File: src/rtl/nasti_lite_byte_master.sv
// Byte-stream to NASTI-Lite bridge: 57/52 command bytes become single write/read
// transactions, and the status byte (plus read data) is returned on the tx stream.
module nasti_lite_byte_master #(
  parameter logic [7:0] RESP_OK_BYTE  = 8'h4B,
  parameter logic [7:0] RESP_ERR_BYTE = 8'h45
) (
  input  logic       clk,
  input  logic       rstn,
  input  logic [7:0] rx_data,
  input  logic       rx_valid,
  output logic       rx_ready,
  output logic [7:0] tx_data,
  output logic       tx_valid,
  input  logic       tx_ready,
  output logic [7:0] aw_addr,
  output logic       aw_valid,
  input  logic       aw_ready,
  output logic [7:0] w_data,
  output logic       w_strb,
  output logic       w_valid,
  input  logic       w_ready,
  input  logic [1:0] b_resp,
  input  logic       b_valid,
  output logic       b_ready,
  output logic [7:0] ar_addr,
  output logic       ar_valid,
  input  logic       ar_ready,
  input  logic [7:0] r_data,
  input  logic [1:0] r_resp,
  input  logic       r_valid,
  output logic       r_ready
);

  localparam logic [7:0] CMD_WRITE = 8'h57;
  localparam logic [7:0] CMD_READ  = 8'h52;

  typedef enum logic [3:0] {
    S_IDLE,
    S_GET_ADDR,
    S_GET_DATA,
    S_WR_REQ,
    S_WR_RESP,
    S_RD_REQ,
    S_RD_RESP,
    S_SEND_STAT,
    S_SEND_DATA
  } state_t;

  state_t     state, state_nxt;
  logic       op_wr;
  logic [7:0] addr_q;
  logic [7:0] wdata_q;
  logic [7:0] rdata_q;
  logic [7:0] status_q;
  logic       aw_pend;
  logic       w_pend;

  logic rx_acc;
  logic aw_hs;
  logic w_hs;
  logic b_hs;
  logic r_hs;
  logic aw_done;
  logic w_done;

  function automatic logic [7:0] resp_to_status(input logic [1:0] resp);
    return (resp == 2'b00) ? RESP_OK_BYTE : RESP_ERR_BYTE;
  endfunction

  // Every output is a pure decode of registered state.
  assign rx_ready = (state == S_IDLE) || (state == S_GET_ADDR) || (state == S_GET_DATA);
  assign aw_valid = (state == S_WR_REQ) && aw_pend;
  assign w_valid  = (state == S_WR_REQ) && w_pend;
  assign aw_addr  = addr_q;
  assign w_data   = wdata_q;
  assign w_strb   = 1'b1;
  assign b_ready  = (state == S_WR_RESP);
  assign ar_valid = (state == S_RD_REQ);
  assign ar_addr  = addr_q;
  assign r_ready  = (state == S_RD_RESP);
  assign tx_valid = (state == S_SEND_STAT) || (state == S_SEND_DATA);
  assign tx_data  = (state == S_SEND_DATA) ? rdata_q : status_q;

  assign rx_acc  = rx_valid && rx_ready;
  assign aw_hs   = aw_valid && aw_ready;
  assign w_hs    = w_valid && w_ready;
  assign b_hs    = b_valid && b_ready;
  assign r_hs    = r_valid && r_ready;
  // A channel counts as done if it handshook earlier or is handshaking now.
  assign aw_done = !aw_pend || aw_ready;
  assign w_done  = !w_pend || w_ready;

  always_ff @(posedge clk or negedge rstn) begin
    if (!rstn) state <= S_IDLE;
    else       state <= state_nxt;
  end

  always_comb begin
    state_nxt = state;
    case (state)
      S_IDLE:
        if (rx_acc && ((rx_data == CMD_WRITE) || (rx_data == CMD_READ)))
          state_nxt = S_GET_ADDR;
      S_GET_ADDR:
        if (rx_acc) state_nxt = op_wr ? S_GET_DATA : S_RD_REQ;
      S_GET_DATA:
        if (rx_acc) state_nxt = S_WR_REQ;
      S_WR_REQ:
        if (aw_done && w_done) state_nxt = S_WR_RESP;
      S_WR_RESP:
        if (b_valid) state_nxt = S_SEND_STAT;
      S_RD_REQ:
        if (ar_ready) state_nxt = S_RD_RESP;
      S_RD_RESP:
        if (r_valid) state_nxt = S_SEND_STAT;
      S_SEND_STAT:
        if (tx_ready) state_nxt = op_wr ? S_IDLE : S_SEND_DATA;
      S_SEND_DATA:
        if (tx_ready) state_nxt = S_IDLE;
      default:
        state_nxt = S_IDLE;
    endcase
  end

  always_ff @(posedge clk or negedge rstn) begin
    if (!rstn) begin
      op_wr    <= 1'b0;
      addr_q   <= 8'h00;
      wdata_q  <= 8'h00;
      rdata_q  <= 8'h00;
      status_q <= 8'h00;
      aw_pend  <= 1'b0;
      w_pend   <= 1'b0;
    end else begin
      if (state == S_IDLE && rx_acc)
        op_wr <= (rx_data == CMD_WRITE);
      if (state == S_GET_ADDR && rx_acc)
        addr_q <= rx_data;
      // Both write channels arm together so AW and W rise on the same cycle.
      if (state == S_GET_DATA && rx_acc) begin
        wdata_q <= rx_data;
        aw_pend <= 1'b1;
        w_pend  <= 1'b1;
      end else begin
        if (aw_hs) aw_pend <= 1'b0;
        if (w_hs)  w_pend  <= 1'b0;
      end
      if (b_hs)
        status_q <= resp_to_status(b_resp);
      if (r_hs) begin
        status_q <= resp_to_status(r_resp);
        rdata_q  <= r_data;
      end
    end
  end

endmodule

File: config.mk
export PLATFORM = sky130hd
export DESIGN_NAME = nasti_lite_byte_master
export DESIGN_NICKNAME = d
export VERILOG_FILES = /design/src/rtl/nasti_lite_byte_master.sv
export SDC_FILE = /design/constraint.sdc
export NUM_CORES = 1
export LEC_CHECK = 0
export BUFFER_PORTS_ARGS = -buffer_cell sky130_fd_sc_hd__buf_2
export CORE_MARGIN = 2
export CORE_UTILIZATION = 43
export CTS_CLUSTER_SIZE = 16
export DETAILED_ROUTE_END_ITERATION = 6
export PLACE_DENSITY = 0.75
export SLEW_MARGIN = 20
export SYNTH_ARGS = -nofsm -noshare
export SYNTH_HDL_FRONTEND = slang
export SYNTH_SLANG_ARGS = --single-unit
File: constraint.sdc
create_clock -name clk -period 1.81 [get_ports clk]
set_input_delay 0.362 -clock clk [delete_from_list [all_inputs] [get_ports clk]]
set_output_delay 0.362 -clock clk [all_outputs]
set_load 0.005 [all_outputs]
Yosys cells after proc, flatten, opt, wreduce, memory -nomap -nowiden --
Index checks and enable logic that the tools add are counted.
Storage, ports and cells: output and inout port bits 40, flip-flop bits (word level) 39, bits of input ports 29, logic and storage cells 75
Operators by class: mux-type cells 21, reduce and logical (&&, ||, !) cells 27, equality and inequality tests 19
Operators by type and width (number):
- 4-bit two-way mux | 12
- 4-bit case mux with 9 select lines | 1
- 8-bit two-way mux | 3
- 4-bit by 3-bit == test with 1-bit output, second input constant | 4
- 8-bit by 7-bit == test with 1-bit output, second input constant | 2
- 1-bit logical AND | 12
- 2-bit inequality test, second input constant | 6
- 9-bit AND reduction | 1
- 4-bit by 2-bit == test with 1-bit output, second input constant | 2
- 1-bit logical OR | 6
- 2-bit by 1-bit inequality test with 1-bit output, second input constant | 3
- 2-bit nonzero test | 3
- 4-bit by 1-bit == test with 1-bit output, second input constant | 1
- 4-bit == test, second input constant | 1
- 2-bit logical NOT | 2
- 4-bit logical NOT | 1
- 1-bit two-way mux | 4
- 3-bit two-way mux | 1
- 1-bit logical NOT | 2

Longest topological paths before layout --
depth after elaboration 7, mapped depth 6, gate-level depth less buffers 5

Worst setup path after synthesis --
OpenSTA, ideal clock, no wires.
kind register -> register, start point reg state[1], end point reg state[2], clock period less this slack 1.711 ns, setup slack 0.099 ns, setup time 0.119 ns, data required time 1.691 ns, data arrival time 1.592 ns, cell stages (with the launch flop) 6, cell sequence dfrtp_1 -> or4b_4 -> and2_4 -> o2111ai_4 -> nor3_1 -> o21ba_1
On the way: cells in the longest elaborated chain, start to end 7, elaborated cells between the ends (all ways) 24, classes of those cells 17 x eq/ne; 1 x mux; 6 x reduce/logical
RTL lines:
- from (decl) | line 49 | state_t state, state_nxt;
- from (signal assigned) | line 95 | else state <= state_nxt;
- 4-bit by 1-bit == test with 1-bit output / 4-bit logical NOT (equally long branches) | line 71, 100
- 1-bit logical OR (2 in series) | line 71 | assign rx_ready = (state == S_IDLE) || (state == S_GET_ADDR) || (state == S_GET_DATA);
- 1-bit logical AND | line 84 | assign rx_acc = rx_valid && rx_ready;
- 1-bit logical AND | line 102 | if (rx_acc && ((rx_data == CMD_WRITE) || (rx_data == CMD_READ)))
- 2-bit by 1-bit inequality test with 1-bit output (no source line)
- 9-bit AND reduction (no source line)
Several ways; a longest one is shown, not always the timed one. A chain may end at the register's enable or synchronous reset.

Worst setup path in the final report --
start point reg state[0], end point out tx_data[6]
On the way: cells in the longest elaborated chain, start to end 2
RTL lines:
- 4-bit == test | line 82 | assign tx_data = (state == S_SEND_DATA) ? rdata_q : status_q;
- 8-bit two-way mux | line 82
- to (decl) | line 12 | output logic [7:0] tx_data,
Every way passes these cells.

==> summary.md <==
| Metric | Value |
|---|---|
| Status | finished with violations |
| Violated checks | setup timing |
| Top_reg_cell synth | dfrtp_1 |
| Finished Layout Cells | 289 |
| Initial antenna violation count | 0 |
| Placed inst area | 2190 um^2 |
| GRT overflow | 0 |
| Fin nets | 267 |
| Seq/Total Area, Yosys | 48.6% |
| Min-delay worst type | in -> async |
| Grt peak-use layer | met2 |
| Root Driver | clkbuf_8 |
| FMAX | 508 MHz |
| First drt pass iteration count | 4 |
| Grt met3 use | 4.83% |
| Final instance area | 2390 um^2 |
| Vias per cell | 4.92 |
| Largest net degree at the start of global routing | 35 |
| Lkg Pwr | 1.17 nW |
| Share of cells above drive strength 1 | 55.6% |
| Worst Setup Start Kind | flop |
| Grt met2 use | 28.4% |
| Die height | 67.8 um |
| Post-Route WL | 3840 um |
| Clk_lat worst skew | 0.28 ns |
| CTS H-tree lvls | 2 |
| Mapped Nets | 186 |
| Commonest non-fill, non-tap cell in the layout | buf_2 |
| R2R cell count | 6 |
| DR WL/cell | 13.3 um |
| Period Utilization, post-route | 109% |
| Yosys warnings | 0 |
| Synth Area per Inst | 11.1 um^2 |
| Internal power | 2.56 mW |
| Unrepaired setup endpoints after global routing | yes |
| Top fanout value on the critical path | 4 |
| Hold Buf Count CTS | 0 |
| Commonest cells after routing, fill and taps aside | 66 x buf_2, 33 x dfrtp_1, 21 x mux2_2 |
| Met1 Resource Use GR | 21.3% |
| RD Place Congestion | 0.801 |
| Global-route wire length before repair | 5820 um |
| TritonCTS buffer count | 5 |
| Final setup viols | 14 |
| CP Data Required Time | 1.45 ns |
| Max Slew Vio Count | 0 |
| P&R area growth vs syn | 36.3% |
| Worst EP arrival | 1.61 ns |
| DIE AREA | 4600 um^2 |
| IO Port Bufs | 67 |
| Io pins | 69 |
| Max_cap viols | 0 |
| Post-placement cell count | 276 |
| Fillers | 319 |
| Cell variety after synth | 38 |
| Die W | 67.8 um |
| Clock share of power | 14.6% |
| Final Hold Vio Count | 0 |
| Core area | 3970 um^2 |
| Skew final | 0.00442 ns |
| PD cells | 1640 nW/um^2 |
| Logic pwr share | 50.7% |
| Switching power | 1.34 mW |
| Reg clk slew, reported paths | 0.07 ns |
| Mapped Cells | 157 |
| CP endpoint kind | output port |
| Clk buf depth | 2 |
| Total GRT Usage | 17.2% |
| Diode count | 0 |
| Clock tree from TritonCTS | built |
| Peak VDD IR | 979 uV |
| Final setup margin | -0.160 ns |
| Via Count | 1422 |
| Asr flop ratio synth | 100% |
| CP Class | reg -> out |
| Fin util | 60.1% |
| EDFF count, synth | 0 |
| Min Tclk post-route | 1.97 ns |
| Flip-flop and latch count after synthesis | 34 |
| Iteration-0 DRC Markers | 27 |
| Hold_ws | 0.0379 ns |
| Starting density of the core | 44.1% |
| Vias in the first global route | 1304 |
| Mapped Area | 1750 um^2 |
| Sequential share of power | 34.7% |
| Footprint of the multi-input gates | 835 um^2 |
| Register area | 852 um^2 |
| Clock sink count | 34 |
| DRC errors left | 0 |
| Net Sw Frac | 34.4% |
| Row count | 23 |
| Final HPWL from detailed placement | 2860 um |
| Pre-CTS setup slack | 0.0736 ns |
| Antenna Nets Post-Route | 0 |
## synth_stat cells (4+ instances only)
cell / instances / area (um^2)
nor3_1: 4 / 20.0
nor2b_1: 5 / 31.3
mux2_2: 21 / 236
buf_4: 10 / 75.1
buf_2: 4 / 20.0
and2_1: 6 / 37.5
nand2_1: 22 / 82.6
nand3_1: 5 / 25.0
inv_1: 4 / 15.0
dfrtp_1: 34 / 851
## cells by family after synthesis
group | count (synthesis) | synth area share, %
mux | 25 | 16.0
flops | 34 | 48.6
simple gates | 58 | 18.7
buf+inv | 18 | 6.29
compound gates | 20 | 9.72
other cells | 1 | 0.214
xor+xnor | 1 | 0.500
## flip-flops by register name (all words and copies together), names as in the netlist
signal    count
status_q      3
rdata_q       8
aw_pend       1
w_data        8
ar_addr       8
op_wr         1
w_pend        1
state         4
## power by group through the flow
| stage | clock network [mW] | registers [mW] | logic [mW] |
|---|---|---|---|
| 2_1_floorplan | 0 | 1.34 | 1.16 |
| 3_3_place_gp | 0 | 1.33 | 1.76 |
| 3_5_place_dp | 0 | 1.35 | 1.78 |
| 4_1_cts | 0.587 | 1.34 | 1.83 |
| 5_1_grt | 0.616 | 1.40 | 2.17 |
| 6_report | 0.572 | 1.35 | 1.98 |
## layer usage
metal  part of all wire, %  vias to the layer above  routed length, um
met2                    50                       28               1920
met1                    44                      680               1700
met3                   4.4                        7                168
met4                   1.5                        0                 58
li1                      -                      707                  -
met5                     0                        -                  0
## what timing repair did
action | CTS | global route
setup endpoints to repair | 12 | 17
resized for setup | 6 | 12
endpoints found under the hold margin | 0 | 0
pin swaps | 4 | 5
setup buffers | 1 | 4
## through the flow
step	power, mW	setup TNS, ns
2_1_floorplan	2.51	0
3_5_place_dp	3.13	0
6_report	3.90	-1.43
3_3_place_gp	3.09	0
5_1_grt	4.18	-2.41
4_1_cts	3.76	-1.71
## worst paths after layout
| check | start | endpoint | slack (ns) |
|---|---|---|---|
| hold / removal | rstn | ar_addr[1] | 0.04 |
| min in group clk | r_data[7] | rdata_q[7] | 0.29 |
| setup / recovery | state[0] | tx_data[6] | -0.16 |
| setup reg to reg | state[0] | state[2] | -0.06 |
| max in group asynchronous | rstn | state[3] | 1.59 |
| hold reg to reg | rdata_q[7] | rdata_q[7] | 0.49 |
## worst max-delay path, cell delays in order, from the launching register on
cell     delay [ns]
dfrtp_1        0.40
or4b_4         0.55
buf_6          0.16
nand2_4        0.05
nand2_1        0.04
buf_2          0.12
## cell type report
type,count,area share (%)
Tap cell,50,2.62
Clock buffer,7,3.62
Inverter,4,0.629
Timing Repair Buffer,88,22.2
Sequential cell,34,35.7
Multi-Input combinational cell,105,35.0
Clock inverter,1,0.210
Note: power is estimated with default switching activity, not from simulation.
